==> config.mk <==
export PLATFORM = sky130hd
export DESIGN_NAME = updown_counter_flat
export DESIGN_NICKNAME = d
export VERILOG_FILES = /design/src/rtl/counter_pkg.sv /design/src/rtl/updown_counter_if.sv /design/src/rtl/updown_prescaler.sv /design/src/rtl/updown_counter.sv /design/src/flat_wrapper.sv
export SDC_FILE = /design/constraint.sdc
export NUM_CORES = 1
export LEC_CHECK = 0
export CAP_MARGIN = 20
export CORE_AREA = 4 4 45 76
export DETAILED_ROUTE_END_ITERATION = 8
export DIE_AREA = 0 0 49 80
export GPL_ROUTABILITY_DRIVEN = 0
export PLACE_DENSITY = 0.73
export SLEW_MARGIN = 20
export SYNTH_ARGS = -nofsm -noshare
export SYNTH_HDL_FRONTEND = slang
export SYNTH_HIERARCHICAL = 1
export SYNTH_SLANG_ARGS = --single-unit
==> constraint.sdc <==
create_clock -name clk -period 2.1 [get_ports clk]
set_input_delay 0.42 -clock clk [delete_from_list [all_inputs] [get_ports clk]]
set_output_delay 0.42 -clock clk [all_outputs]
set_load 0.01 [all_outputs]
==> src/rtl/counter_pkg.sv <==
// Shared types for the up/down counter slice.
// Pure declarations; no timing or flow control of its own.
package counter_pkg;

   typedef enum logic {
      WRAP     = 1'b0,
      SATURATE = 1'b1
   } count_mode_t;

   typedef enum logic {
      DIR_DOWN = 1'b0,
      DIR_UP   = 1'b1
   } count_dir_t;

endpackage : counter_pkg

==> src/rtl/updown_counter_if.sv <==
// Control and status bundle of the up/down counter; master drives controls, slave is the counter.
// Status signals follow count with zero latency; there is no backpressure.
interface updown_counter_if #(
   parameter int WIDTH = 8
);
   import counter_pkg::*;

   logic             en;
   logic             dir;
   count_mode_t      mode;
   logic [WIDTH-1:0] limit;
   logic             load;
   logic [WIDTH-1:0] load_val;
   logic [WIDTH-1:0] count;
   logic             at_max;
   logic             at_zero;
   logic             wrapped;

   modport master (
      output en, dir, mode, limit, load, load_val,
      input  count, at_max, at_zero, wrapped
   );

   modport slave (
      input  en, dir, mode, limit, load, load_val,
      output count, at_max, at_zero, wrapped
   );

endinterface : updown_counter_if

==> src/rtl/updown_prescaler.sv <==
// Divides en cycles: tick on the en cycle where the internal count equals prescale, then restarts.
// tick is combinational from registered state; clr or rst restart the period; no backpressure.
module updown_prescaler #(
   parameter int PRESCALE_W = 4
) (
   input  logic                  clk,
   input  logic                  rst,
   input  logic                  en,
   input  logic                  clr,
   input  logic [PRESCALE_W-1:0] prescale,
   output logic                  tick
);

   logic [PRESCALE_W-1:0] ps_cnt;
   logic                  hit;

   assign hit  = (ps_cnt == prescale);
   assign tick = en & hit;

   always_ff @(posedge clk) begin
      if (rst || clr) begin
         ps_cnt <= '0;
      end else if (en) begin
         if (hit) begin
            ps_cnt <= '0;
         end else begin
            ps_cnt <= ps_cnt + PRESCALE_W'(1);
         end
      end
   end

endmodule : updown_prescaler

==> src/rtl/updown_counter.sv <==
// Up/down counter over 0..limit with WRAP/SATURATE modes; optional prescaler via UPDOWN_COUNTER_PRESCALE_EN.
// count/wrapped update one clock after the step; at_max/at_zero are combinational; never stalls.
module updown_counter
   import counter_pkg::*;
#(
   parameter int WIDTH      = 8,
   parameter int PRESCALE_W = 4
) (
   input  logic                  clk,
   input  logic                  rst,
`ifdef UPDOWN_COUNTER_PRESCALE_EN
   input  logic [PRESCALE_W-1:0] prescale,
`endif
   updown_counter_if.slave       bus
);

   if (WIDTH < 2 || PRESCALE_W < 1) begin : g_param_check
      $error("updown_counter: WIDTH must be >= 2 and PRESCALE_W >= 1");
   end

   logic [WIDTH-1:0] count_q;
   logic [WIDTH-1:0] count_nxt;
   logic             wrapped_q;
   logic             wrapped_nxt;
   logic             step;
   logic             above_limit;
   logic             at_limit_or_above;
   logic             is_zero;

`ifdef UPDOWN_COUNTER_PRESCALE_EN
   logic ps_tick;

   updown_prescaler #(
      .PRESCALE_W (PRESCALE_W)
   ) u_prescaler (
      .clk      (clk),
      .rst      (rst),
      .en       (bus.en),
      .clr      (bus.load),
      .prescale (prescale),
      .tick     (ps_tick)
   );

   assign step = ps_tick;
`else
   assign step = bus.en;
`endif

   assign above_limit       = (count_q > bus.limit);
   assign at_limit_or_above = (count_q >= bus.limit);
   assign is_zero           = (count_q == '0);

   // A loaded value above limit is kept until the next step pulls it back into range.
   always_comb begin
      count_nxt   = count_q;
      wrapped_nxt = 1'b0;
      if (bus.load) begin
         count_nxt = bus.load_val;
      end else if (step) begin
         if (count_dir_t'(bus.dir) == DIR_UP) begin
            if (!at_limit_or_above) begin
               count_nxt = count_q + WIDTH'(1);
            end else if (bus.mode == WRAP) begin
               count_nxt   = '0;
               wrapped_nxt = 1'b1;
            end else begin
               count_nxt = bus.limit;
            end
         end else begin
            if (above_limit) begin
               count_nxt = bus.limit;
            end else if (!is_zero) begin
               count_nxt = count_q - WIDTH'(1);
            end else if (bus.mode == WRAP) begin
               count_nxt   = bus.limit;
               wrapped_nxt = 1'b1;
            end else begin
               count_nxt = '0;
            end
         end
      end
   end

   always_ff @(posedge clk) begin
      if (rst) begin
         count_q   <= '0;
         wrapped_q <= 1'b0;
      end else begin
         count_q   <= count_nxt;
         wrapped_q <= wrapped_nxt;
      end
   end

   assign bus.count   = count_q;
   assign bus.wrapped = wrapped_q;
   assign bus.at_max  = at_limit_or_above;
   assign bus.at_zero = is_zero;

endmodule : updown_counter
==> src/flat_wrapper.sv <==
// flat-port wrapper written by rule: the top's interface ports become plain ports
module updown_counter_flat import counter_pkg::*;
#(
   parameter int WIDTH      = 8,
   parameter int PRESCALE_W = 4
)
  (clk, rst, bus_en, bus_dir, bus_mode, bus_limit, bus_load, bus_load_val, bus_count, bus_at_max, bus_at_zero, bus_wrapped);
  updown_counter_if #(.WIDTH(WIDTH)) bus_i ();
  input  logic clk;
  input  logic rst;
  input wire logic [$bits(bus_i.en)-1:0] bus_en;
  input wire logic [$bits(bus_i.dir)-1:0] bus_dir;
  input wire logic [$bits(bus_i.mode)-1:0] bus_mode;
  input wire logic [$bits(bus_i.limit)-1:0] bus_limit;
  input wire logic [$bits(bus_i.load)-1:0] bus_load;
  input wire logic [$bits(bus_i.load_val)-1:0] bus_load_val;
  output wire logic [$bits(bus_i.count)-1:0] bus_count;
  output wire logic [$bits(bus_i.at_max)-1:0] bus_at_max;
  output wire logic [$bits(bus_i.at_zero)-1:0] bus_at_zero;
  output wire logic [$bits(bus_i.wrapped)-1:0] bus_wrapped;
  assign bus_i.en = bus_en;
  assign bus_i.dir = bus_dir;
  assign bus_i.mode = bus_mode;
  assign bus_i.limit = bus_limit;
  assign bus_i.load = bus_load;
  assign bus_i.load_val = bus_load_val;
  assign bus_count = bus_i.count;
  assign bus_at_max = bus_i.at_max;
  assign bus_at_zero = bus_i.at_zero;
  assign bus_wrapped = bus_i.wrapped;
  updown_counter #(.WIDTH(WIDTH), .PRESCALE_W(PRESCALE_W)) u_core (.clk(clk), .rst(rst), .bus(bus_i));
endmodule
After elaboration in Yosys (flattened, before gate mapping). Cells that the tools add are included.

Bitwise logic cells: 1. Reductions and logical operators: 3. Shift operators: 0. $mul: 0. Muxes and demuxes: 13. Equality and inequality tests: 0. Divide/modulo/power cells: 0. $add $sub $neg: 2. Order comparisons: 2.

Operator list (count): $mux W8 (8); $add A8 B1 Y8 const B (1); $ge A8 B8 Y1 (1); $gt A8 B8 Y1 (1); $logic_not A8 Y1 (1); $sub A8 B1 Y8 const B (1); $mux W1 (5); $reduce_or A3 Y1 (1); $reduce_bool A2 Y1 (1); $not A1 Y1 (1).

Bits in read-only memories: 0. Memories: 0. Flip-flop bits (word level): 9. Bits in writable memories: 0. Word-level logic and storage cells: 23. Output and inout bits: 11. Latch bits: 0. Input bits: 22.

Longest topological paths before layout.
Word-level depth: 6. Gate-level depth with buffers: 11. Depth with buffers taken out: 10.

Least setup slack after synthesis. Ideal clock, no wire load.

Kind: reg2reg. Start point: reg u_core.count_q[1], in the netlist u_core/bus.count[1]. End point: reg u_core.count_q[7], in the netlist u_core/bus.count[7]. Arrival time: 2060 ps. Required time: 1965 ps. Library setup time: 135 ps. Period minus slack after synthesis: 2196 ps. Path slack: -96 ps. Cell stages (with the launch flop): 10. Buffers on the path: 1. Path through: dfxtp_1 > ha_1 > nor2b_1 > o211ai_1 > a31oi_1 > nor2_1 > inv_2 > buf_2 > a311oi_1 > o32ai_1.

Elaborated cells between the ends (all ways): 11. Classes of those cells: add/sub (2); order compare (2); mux (6); reduce/logical (1).

RTL lines: start: declaration (line updown_counter.sv:21) `logic [WIDTH-1:0] count_q;`; start signal: assignment (line updown_counter.sv:89) `count_q <= count_nxt;`; $ge A8 B8 Y1 (line updown_counter.sv:50) `assign at_limit_or_above = (count_q >= bus.limit);`; net bus_at_max (line flat_wrapper.sv:18) `output wire logic [$bits(bus_i.at_max)-1:0] bus_at_max;`; $mux W8 (line updown_counter.sv:61) `if (!at_limit_or_above) begin`; $mux W8 (line updown_counter.sv:60) `if (count_dir_t'(bus.dir) == DIR_UP) begin`; $mux W8 (line updown_counter.sv:59) `end else if (step) begin`; $mux W8 (line updown_counter.sv:57) `if (bus.load) begin`.

The timed path passes the listed nets, and every way through them passes these cells. The select of a mux whose other input is x is not followed. A chain may end at the register's enable or synchronous reset.

Final worst setup path.
Start point: reg u_core.count_q[1], in the netlist u_core/bus.count[1]. End point: reg u_core.count_q[5], in the netlist u_core/bus.count[5].

Longest elaborated chain between the ends: 6. Elaborated cells between the ends (all ways): 11. Classes of those cells: add/sub (2); order compare (2); mux (6); reduce/logical (1).

RTL lines: $sub A8 B1 Y8 or $logic_not A8 Y1 (tied branches) (line updown_counter.sv:73, updown_counter.sv:51); $mux W8 (line updown_counter.sv:72) `end else if (!is_zero) begin`; $mux W8 (line updown_counter.sv:70) `if (above_limit) begin`; $mux W8 * (line updown_counter.sv:60); $mux W8 * (line updown_counter.sv:59); $mux W8 * (line updown_counter.sv:57).

Mark *: on every way between the ends. The rest lies on a longest branch, timed or not. The select of a mux whose other input is x is not followed.

==> results.tsv <==
metric	value	unit
Distinct cells, synth	40	
via count	1528	
Slew HR	76.62	%
synthesized area per cell	7.744	um2
sw frac	39.33	%
most common cell after layout, fill and taps aside	buf_4	
post-synthesis sequential area ratio	15.72	%
Worst EP arrival	2.35	ns
Final Cycle Share	106.1	%
R2R Setup Slk	-0.13	ns
largest net degree at the start of global routing	17	
Final Max Tran Viols	0	
number of cell rows	25	
combinational share of power	59.7	%
Nets	251	
hold path startpoint	bus_limit[4]	
Hold Violations, Final	0	
CTS Buf Count	3	
mapped cell area	1146	um2
Worst-Margin Slew	0.3483	ns
H-tree depth	1	
CP Capture Type	flip-flop	
Yosys warnings	6	
Placement Cell Area	1707	um2
most frequent cells in the layout	buf_4, clkdlybuf4s50_1, a21oi_1	
diode count	0	
Main synth FF type	dfxtp_1	
Max-Cap Viols	0	
crit-path max FO	5	
routed wire length	4709	um
total iterations of the first detailed-routing run	5	
Critical Path Most Common Cell	buf_4	
routed len/inst	19.30	um
CP max stage delay	0.35	ns
final instance area	2059	um2
Root Buffer	clkbuf_8	
PD cells	500.2	nW/um2
Clock Tree Buf Depth	2	
Final HPWL DP	3190	um
simple-gate portion of the synthesized area	24.13	%
CP delay by family, top	compound AO/OA/AOI/OAI gates	
sequential power share	19.4	%
Die Area	3920	um2
grt ovf	0	
sequence of cells on the critical path	ha_4 -> nor2b_4 -> o211ai_1 -> buf_4 -> buf_6 -> a211o_1 -> buf_4 -> nand2_4 -> nor2_4 -> a221oi_4 -> o32ai_2	
initial antenna violation count	0	
grt peak-use layer	met2	
Bufs and invs on worst path	3	
hold_buf cts	0	
clock network fraction of design power	20.9	%
initial DRC count	98	
met3 Track Usage GR	3.551	%
post-synthesis mux area share	0	%
CP startpoint kind	flip-flop	
GR Util met2	44.76	%
Placeable Area	2753	um2
combinational family with the most area after synthesis	compound AO/OA/AOI/OAI gates	
peak supply drop	408.8	uV
IO Count	33	
chip width	49	um
Syn Nets	181	
# port buffers	32	
Leak	0.0008224	uW
Clock Sinks	9	
Setup WS pre-CTS	-0.7979	ns
Total GRT Usage	23.13	%
post-route setup TNS	-0.8854	ns
Avg Vias per Cell	6.262	
status	complete, but fails checks	
Setup-failing EPs final	9	
DRC viols	0	
GRT met1 Usage	22.97	%
f_max	448.6	MHz
CP Class	flip-flop to flip-flop	
crit path time final	2.229	ns
EDFF count, synth	0	
FF-to-FF Start	u_core/bus.count[1]$_SDFFE_PP0P_	
CP Data Required Time	2.22	ns
adder-cell area share of the yosys netlist	12.01	%
synthesized flop and latch total	9	
first-pass GRT wire length	7383	um
post-synthesis compound-gate area fraction	30.57	%
worst setup margin	-0.1290	ns
skew final	0.006098	ns
NetSw	405.1	uW
RSZ-0062 raised after global routing	yes	
FFs w/ async S/R, synth	0	%
Worst Setup SP	u_core/bus.count[1]$_SDFFE_PP0P_	
Post-Synthesis Cells	148	
fraction of layout cells with a size suffix above 1	47.93	%
Worst-Skew Late Latency	0.24	ns
failing checks	negative setup slack	
clock-pin slew on the worst setup and hold paths	0.05	ns
critical path's slowest cell	dfxtp_4	
TritonCTS clock tree	done	
Starting Density	41.64	%
Antenna Nets Post-Route	0	
post-synthesis xor/xnor area fraction	9.170	%
Internal Pwr Total	625.0	uW
worst hold path type	input pin to flip-flop	
synthesis-to-finish area growth	79.69	%
Die Ht	80	um
vias in the first global route	1615	
Fin Hold WS	0.6716	ns
path summary, 6_finish.rpt:
| kind | to | cells after the start |
|---|---|---|
| hold reg to reg | u_core/bus.count[0]$_SDFFE_PP0P_ | 5 |
| setup reg to reg | u_core/bus.count[5]$_SDFFE_PP0P_ | 11 |
| hold / removal | u_core/bus.count[4]$_SDFFE_PP0P_ | 4 |
| setup / recovery | u_core/bus.count[5]$_SDFFE_PP0P_ | 11 |
cell type report:
| class | instances | area [um2] |
|---|---|---|
| sequential | 9 | 188.9 |
| multi-input combinational | 117 | 1119 |
| inverter | 13 | 48.80 |
| timing repair buffer | 74 | 624.3 |
| tap | 27 | 33.78 |
| clock buffer | 4 | 45.04 |
| fill | 190 | 693.2 |
power groups by stage:
stage               logic, uW  registers [uW]  clock network, uW
finish                    615             200                215
global route              654             201                227
CTS                       544             199                216
detailed placement        457             198                  0
global placement          446             197                  0
floorplan                 235             217                  0
routing by layer:
| metal | vias to the layer above | wire (um) |
|---|---|---|
| met3 | 29 | 274 |
| met4 | 0 | 254 |
| met5 | - | 0 |
| met2 | 84 | 2568 |
| met1 | 716 | 1612 |
| li1 | 699 | - |
per-stage QoR:
stage	utilization (%)	power (uW)	instances
after floorplan	-	451.8	148
after global placement	62.00	642.5	231
after detailed placement	62.00	654.5	231
after CTS	71.86	959.4	243
after global routing	74.82	1082	244
final	74.82	1030	244
kinds of logic after synthesis:
| family | count (synthesis) |
|---|---|
| xor+xnor | 12 |
| compound gates | 49 |
| flops | 9 |
| buf+inv | 22 |
| simple gates | 45 |
| fa+ha+maj | 11 |
state kept, by name, summed over array words and instances, names as in the netlist:
signal / cells
u_core/bus.count: 8
u_core/bus.wrapped: 1
worst min-delay path: stages:
cell and delay (ns):
clkbuf_2 0.09, buf_4 0.13, a31oi_1 0.14, o32ai_1 0.09
cells in the mapped netlist, types with 4 or more instances:
master	n	area, um2
o21ai_0	5	25.02
inv_1	12	45.04
a21oi_1	16	80.08
a221oi_1	10	87.58
clkbuf_1	4	15.01
nand2_1	7	26.28
dfxtp_1	9	180.2
nor3_1	5	25.02
o32ai_1	5	43.79
nand3_1	5	25.02
nor3b_1	7	52.55
xor2_1	10	87.58
ha_1	11	137.6
nor2_1	8	30.03
timing repair:
action / in CTS / in global routing
hold endpoints to repair: 0 / 0
setup buffers: 9 / 3
pin swaps: 30 / 19
endpoints found under the setup margin: 11 / 10
resized for setup: 61 / 28
Power figures use the tool's default switching activity.
